## src/rtl/led_matrix_scan_if.sv

```systemverilog
// Frame handshake between display_state (master) and led_matrix_scan (slave).
//   frame_data  : 64-bit frame, row r = frame_data[8r+7:8r], bit c = column c
//   frame_valid : frame_data is valid
//   frame_ready : scanner can take a frame; transfer on valid && ready
interface led_matrix_scan_if;
  logic [63:0] frame_data;
  logic        frame_valid;
  logic        frame_ready;

  modport master (output frame_data, output frame_valid, input frame_ready);
  modport slave  (input frame_data, input frame_valid, output frame_ready);
endinterface

```

## src/rtl/led_matrix_scan.sv

```systemverilog
// Row-scan driver for the 8x8 LED dot matrix. Double-buffers whole frames,
// drives one row per slot with a blanking gap at the start of each slot, and
// swaps to a newly accepted frame only on the last cycle of row 7.
//
// Ports:
//   clk         : system clock
//   rst         : synchronous reset, active-high
//   frame_if    : slave side of the frame handshake (data/valid/ready)
//   brightness  : 0..7 column duty level, honoured only with LED_BRIGHTNESS_EN
//   col_pin     : column drive, active-high
//   row_pin     : row select, active-low
//   frame_start : one-cycle pulse on the first drive cycle of row 0
//
// Optional feature macro: LED_BRIGHTNESS_EN (per-frame brightness duty).
module led_matrix_scan #(
  parameter int unsigned DWELL_CYC = 1250,
  parameter int unsigned BLANK_CYC = 10
) (
  input  logic                     clk,
  input  logic                     rst,
  led_matrix_scan_if.slave         frame_if,
  input  logic [2:0]               brightness,
  output logic [7:0]               col_pin,
  output logic [7:0]               row_pin,
  output logic                     frame_start
);

  localparam int unsigned CNT_W = $clog2(DWELL_CYC);

  logic [CNT_W-1:0] cnt, cnt_nxt;
  logic [2:0]       row, row_nxt;
  logic [63:0]      active, pending;
  logic             pending_full;

  logic             slot_end_c;
  logic             frame_end_c;
  logic             accept_c;
  logic             drive_c;
  logic             col_en_c;
  logic [7:0]       row_byte_c;

  assign frame_if.frame_ready = ~pending_full;

  assign slot_end_c  = (cnt == CNT_W'(DWELL_CYC - 1));
  assign frame_end_c = slot_end_c && (row == 3'd7);
  assign accept_c    = frame_if.frame_valid && !pending_full;

  // Next scan position; outputs are computed from it so the registered pins
  // line up with the counter value held during the same cycle.
  always_comb begin
    cnt_nxt    = cnt + CNT_W'(1);
    row_nxt    = row;
    if (slot_end_c) begin
      cnt_nxt = '0;
      row_nxt = row + 3'd1;
    end
    drive_c    = (cnt_nxt >= CNT_W'(BLANK_CYC));
    row_byte_c = active[{row_nxt, 3'b000} +: 8];
  end

`ifdef LED_BRIGHTNESS_EN
  localparam int unsigned DRIVE_CYC = DWELL_CYC - BLANK_CYC;

  logic [2:0]  bright_q;
  logic [31:0] on_len_c;

  // Level is latched once per frame so the duty never changes mid-frame.
  always_ff @(posedge clk) begin
    if (rst) begin
      bright_q <= 3'd7;
    end else if (frame_end_c) begin
      bright_q <= brightness;
    end
  end

  always_comb begin
    on_len_c = ((32'(bright_q) + 32'd1) * 32'(DRIVE_CYC)) / 32'd8;
    col_en_c = (32'(cnt_nxt) < (32'(BLANK_CYC) + on_len_c));
  end
`else
  logic unused_brightness;
  assign unused_brightness = ^brightness;
  assign col_en_c          = 1'b1;
`endif

  // Scan counters, frame buffers and registered pin outputs.
  always_ff @(posedge clk) begin
    if (rst) begin
      cnt          <= '0;
      row          <= 3'd0;
      active       <= 64'h0;
      pending      <= 64'h0;
      pending_full <= 1'b0;
      row_pin      <= 8'hFF;
      col_pin      <= 8'h00;
      frame_start  <= 1'b0;
    end else begin
      cnt <= cnt_nxt;
      row <= row_nxt;

      // Accept and swap are mutually exclusive: accept needs pending empty,
      // swap needs it full.
      if (accept_c) begin
        pending      <= frame_if.frame_data;
        pending_full <= 1'b1;
      end else if (frame_end_c && pending_full) begin
        active       <= pending;
        pending_full <= 1'b0;
      end

      if (drive_c) begin
        row_pin <= ~(8'h01 << row_nxt);
        col_pin <= col_en_c ? row_byte_c : 8'h00;
      end else begin
        row_pin <= 8'hFF;
        col_pin <= 8'h00;
      end
      frame_start <= (cnt_nxt == CNT_W'(BLANK_CYC)) && (row_nxt == 3'd0);
    end
  end

endmodule

```

## src/flat_wrapper.sv

```systemverilog
// flat-port wrapper written by rule: the top's interface ports become plain ports
module led_matrix_scan_flat 
#(
  parameter int unsigned DWELL_CYC = 1250,
  parameter int unsigned BLANK_CYC = 10
)
  (clk, rst, brightness, col_pin, row_pin, frame_start, frame_if_frame_data, frame_if_frame_valid, frame_if_frame_ready);
  led_matrix_scan_if frame_if_i ();
  input  logic clk;
  input  logic rst;
  input  logic [2:0] brightness;
  output logic [7:0] col_pin;
  output logic [7:0] row_pin;
  output logic frame_start;
  input wire logic [$bits(frame_if_i.frame_data)-1:0] frame_if_frame_data;
  input wire logic [$bits(frame_if_i.frame_valid)-1:0] frame_if_frame_valid;
  output wire logic [$bits(frame_if_i.frame_ready)-1:0] frame_if_frame_ready;
  assign frame_if_i.frame_data = frame_if_frame_data;
  assign frame_if_i.frame_valid = frame_if_frame_valid;
  assign frame_if_frame_ready = frame_if_i.frame_ready;
  led_matrix_scan #(.DWELL_CYC(DWELL_CYC), .BLANK_CYC(BLANK_CYC)) u_core (.clk(clk), .rst(rst), .frame_if(frame_if_i), .brightness(brightness), .col_pin(col_pin), .row_pin(row_pin), .frame_start(frame_start));
endmodule
```

## config.mk

```make
export PLATFORM = sky130hd
export DESIGN_NAME = led_matrix_scan_flat
export DESIGN_NICKNAME = d
export VERILOG_FILES = /design/src/rtl/led_matrix_scan_if.sv /design/src/rtl/led_matrix_scan.sv /design/src/flat_wrapper.sv
export SDC_FILE = /design/constraint.sdc
export NUM_CORES = 1
export LEC_CHECK = 0
export CAP_MARGIN = 0
export CORE_MARGIN = 2
export CORE_UTILIZATION = 43
export CTS_BUF_LIST = sky130_fd_sc_hd__clkbuf_8
export CTS_CLUSTER_SIZE = 10
export DETAILED_ROUTE_END_ITERATION = 10
export PLACE_DENSITY_LB_ADDON = 0.25
export SLEW_MARGIN = 0
export SYNTH_ARGS = -nofsm -noshare
export SYNTH_HDL_FRONTEND = slang
export SYNTH_SLANG_ARGS = --single-unit
```

## constraint.sdc

```tcl
create_clock -name clk -period 2.8 [get_ports clk]
set_clock_uncertainty 0.05 [all_clocks]
set_input_delay 0.84 -clock clk [delete_from_list [all_inputs] [get_ports clk]]
set_output_delay 0.84 -clock clk [all_outputs]
set_load 0.02 [all_outputs]
```

# After elaboration in Yosys (flattened, before gate mapping)
# Index checks and enable logic that the tools add are counted.
[word_totals]
output_inout_bits = 18
word_cells = 33
ff_bits = 160
input_bits = 70
[classes]
add_sub_neg = 2
reduce_logical = 9
n_shift = 2
n_bitwise = 4
eq_ne = 3
order_cmp = 1
mux = 4
[op_table]
columns = ["op", "n"]
rows = [
  ["variable part select 64 x 7 -> 8 bit", 1],
  ["adder 11 x 1 -> 11 bit (second input constant)", 1],
  ["== test 11 bit (second input constant)", 1],
  ["== test 11 x 4 -> 1 bit (second input constant)", 1],
  [">= comparator 11 x 4 -> 1 bit (second input constant)", 1],
  ["two-way mux 11 bit", 1],
  ["inverter 8 bit", 1],
  ["left shift 1 x 3 -> 8 bit (first input constant)", 1],
  ["logical AND 1 bit", 4],
  ["adder 3 x 1 -> 3 bit (second input constant)", 1],
  ["== test 3 bit (second input constant)", 1],
  ["zero test 3 bit", 1],
  ["two-way mux 3 bit", 1],
  ["inverter 1 bit", 3],
  ["two-way mux 1 bit", 2],
  ["AND reduction 2 bit", 1],
  ["nonzero test 2 bit", 1],
  ["OR reduction 2 bit", 1],
  ["zero test 1 bit", 1],
]

# Logic depth before layout (Yosys ltp)
[depth]
word_depth = 5
mapped_depth = 9
depth_no_buf = 7

# Least setup slack after synthesis
# No wires, ideal clock.
[synth_path]
kind = "input to register"
startpoint = "input port rst"
endpoint = "register u_core.active[14]"
t_arrival_ns = 1.791
path_stages = 4
setup_time_ns = 0.132
setup_slack_ns = 0.827
n_path_buf = 3
path_cell_list = "clkbuf_1 > clkbuf_1 > clkbuf_1 > a21oi_1"
[synth_rtl]
columns = ["item", "line", "source"]
rows = [
  ["start: declaration", "flat_wrapper.sv:10", "input logic rst;"],
  ["end signal: assignment", "led_matrix_scan.sv:107", "active <= pending;"],
  ["end: declaration", "led_matrix_scan.sv:32", "logic [63:0] active, pending;"],
]
# No word-level cell between the ends.

# Worst setup path in the final report
[layout_path]
startpoint = "register u_core.cnt[0]"
endpoint = "register u_core.col_pin[2]"
[layout_via]
elab_chain_len = 5
word_cells_on_any_way = 8
classes_between = "1 x add/sub; 1 x order compare; 1 x eq/ne; 1 x shift; 2 x mux; 1 x bitwise; 1 x reduce/logical"
[layout_lines]
columns = ["item", "line", "source"]
rows = [
  ["start: declaration", "led_matrix_scan.sv:30", "logic [CNT_W-1:0] cnt, cnt_nxt;"],
  ["start signal: assignment", "led_matrix_scan.sv:98", "cnt <= cnt_nxt;"],
  ["adder 11 x 1 -> 11 bit or == test 11 bit (tied branches)", "led_matrix_scan.sv:51, led_matrix_scan.sv:44", ""],
  ["two-way mux 11 bit", "led_matrix_scan.sv:53", "if (slot_end_c) begin"],
  [">= comparator 11 x 4 -> 1 bit", "led_matrix_scan.sv:57", "drive_c = (cnt_nxt >= CNT_W'(BLANK_CYC));"],
  ["inverter 1 bit (no line)", "--", ""],
  ["OR reduction 2 bit (no line)", "--", ""],
  ["end signal: assignment", "led_matrix_scan.sv:113", "col_pin <= col_en_c ? row_byte_c : 8'h00;"],
  ["end: declaration", "led_matrix_scan.sv:23", "output logic [7:0] col_pin,"],
]
# Parallel ways exist; a longest one is shown, timed or not.
# A chain may end at the register's enable or synchronous reset.

==> flow_metrics.tcl <==
set metrics [dict create \
    yosysUniqueCellTypes 42 \
    clockBufferDepth 2 \
    synth-edff-count 0 \
    yosys.area_share.simple 0.234 \
    remaining_drc_errors 0 \
    layout_commonest_cell "nand2_1" \
    syn-instance-count 730 \
    layout_cell_share_with_drive_strength_beyond_1 0.0935 \
    via_count 5155 \
    area_growth_pct 22.1 \
    required_time_worst_endpoint_ns 3.05 \
    post_synth.cell_area_avg_sq_um 8.55 \
    insertion_delay_ns 0.46 \
    boundaryPins 88 \
    floorplan.die_area_sq_um 15500 \
    slew_violations 0 \
    yosys_register_bits 160 \
    status "complete, no violations" \
    placement.io_buffers 84 \
    clock_sink_count 160 \
    initial_utilization 0.435 \
    gpl.final_weighted_congestion 0.805 \
    final_antenna_net_count 0 \
    cp-start-kind "flop" \
    synth-compound-area-share 0.119 \
    power_report.internal_total_w 0.00345 \
    fp.dieW_um 125 \
    critPathMaxFanout 8 \
    average_wire_per_standard_cell_um 14.5 \
    rsz0062_at_grt "false" \
    dieHeight_um 125 \
    final_cell_mix "nand2_1 (262), dfxtp_1 (160), a21oi_1 (132)" \
    post-cts-setup-buffers 0 \
    number_of_endpoints_with_negative_hold_slack_in_the_final_report 0 \
    cts_htree_levels 4 \
    total_leakage_power_nw 2.67 \
    overflow 0 \
    power_frac_clock 0.406 \
    rows 44 \
    max_slew.worst_pin.slew_ns 0.813 \
    timing.setup.tns_ns 0 \
    synth_xor_xnor_area_share 0.0126 \
    fmax_ghz 0.401 \
    global_route.usage.total 0.190 \
    hold_path_class "reg -> reg" \
    fin_nets 863 \
    max-vdd-ir-drop_mv 0.322 \
    post_cts_resize_count 0 \
    p_sw_w 0.00100 \
    drv_cap 0 \
    cts.reportedPaths.clkPinSlew_ns 0.08 \
    seq_power_share 0.532 \
    setup-violations-final 0 \
    design.core.area_sq_um 14400 \
    synth.yosys.seq_area_share 0.513 \
    drt_first_iter_violations 403 \
    final_critical_delay_including_setup_and_external_delays_ns 2.50 \
    crit_path_end_kind "flop" \
    synthesis.area_sq_um 6240 \
    hpwl_mm 9.59 \
    post_drt_via_cell_ratio 5.23 \
    report.power.total_w 0.00445 \
    synth_top_family_by_area "simple AND/OR/NAND/NOR gates" \
    synth.mux.area_fraction 0.0705 \
    ys_warn_count 0 \
    worstSetupPathType "reg -> reg" \
    cts_root_cell "clkbuf_8" \
    p_sw_frac 0.226 \
    placed_cell_area_sq_um 7200 \
    cts_hold_buf 0 \
    postSynth.asyncResetShare 0 \
    worst_ep_arrival_time_ns 2.75 \
    final_cell_area_sq_um 7620 \
    synth_flop_cell "dfxtp_1" \
    diodes 0 \
    worst_relative_slew_slack 0.458 \
    grt_antenna_before_repair 0 \
    totalWireLength_mm 14.3 \
    mappedNetlistNets 804 \
    grt_max_degree 76 \
    p_per_area_nw_per_um2 584 \
    cts_made_buffers 17 \
    adder_and_majority_gate_portion_of_the_synthesized_area 0.00801 \
    global_route_wire_length_before_repair_mm 24.1 \
    vias_in_the_first_global_route 5006 \
    combinationalPowerShare 0.062 \
    final.period_utilization 0.891 \
    tritoncts "built" \
    drt_first_pass_iters 5 \
]
final timing paths:
path	from	end	slack, ns	cells past startpoint
max	u_core.cnt[0]$_SDFF_PP0_	u_core.col_pin[2]$_SDFF_PP0_	0.30	6
max reg2reg	u_core.cnt[0]$_SDFF_PP0_	u_core.col_pin[2]$_SDFF_PP0_	0.30	6
min reg2reg	u_core.active[63]$_SDFFE_PP0P_	u_core.active[63]$_SDFFE_PP0P_	0.40	2
min	u_core.active[63]$_SDFFE_PP0P_	u_core.active[63]$_SDFFE_PP0P_	0.40	2
cell usage after synthesis (6+ instances only):
cell	number	area (sq um)
nand3_1	15	75.1
mux2i_1	8	80.1
nor4_2	8	100
buf_4	7	52.6
clkbuf_1	33	124
a21oi_1	132	661
mux4_2	16	360
buf_2	6	30.0
nand2_1	263	987
nor2_1	17	63.8
dfxtp_1	160	3200
layout make-up:
| cell class | instances | area, sq um |
|---|---|---|
| timing repair buffer | 94 | 963 |
| sequential | 160 | 3200 |
| multi-input combinational | 511 | 2790 |
| clock inverter | 14 | 174 |
| tap | 184 | 230 |
| clock buffer | 18 | 248 |
| inverter | 5 | 18.8 |
| fill | 1330 | 6750 |
stage by stage:
stage,instances,setup slack [ns],utilization,hold WS (ns)
global route,986,0.141,0.531,0.419
global placement,954,0.480,0.501,0.387
finish,986,0.305,0.531,0.399
floorplan,730,0.827,-,0.379
detailed placement,954,0.379,0.501,0.394
CTS,986,0.288,0.531,0.405
logic make-up after synthesis:
kind of cell    Yosys count
compound gates          142
xor+xnor                  9
fa+ha+maj                 4
buf+inv                  59
flops                   160
mux                      24
simple gates            332
layer usage:
metal,track usage,vias up,share of wire
met2,0.305,135,0.47
met1,0.250,2435,0.46
met3,0.0399,30,0.043
met5,0,-,0
met4,0.0800,0,0.024
li1,-,2555,-
flip-flops by register name, indices dropped and copies added, names as in the netlist:
register	cells
u_core.row_pin	8
u_core.pending_full	1
u_core.row	3
u_core.active	64
u_core.cnt	11
u_core.pending	64
u_core.frame_start	1
u_core.col_pin	8
critical path: stages, from the launching register on:
cell     delay [ns]
dfxtp_1        0.47
ha_1           0.34
and4_2         0.29
nand4_1        0.12
xor2_1         0.33
and4_1         0.62
nor4_2         0.11
power groups by stage:
stage               Combinational [W]  Sequential, W  Clock [W]
finish                       0.000275        0.00237    0.00181
global route                 0.000306        0.00238    0.00194
CTS                          0.000277        0.00237    0.00184
detailed placement           0.000276        0.00242          0
global placement             0.000269        0.00242          0
floorplan                    0.000143        0.00241          0
Note: power is estimated with default switching activity, not from simulation.
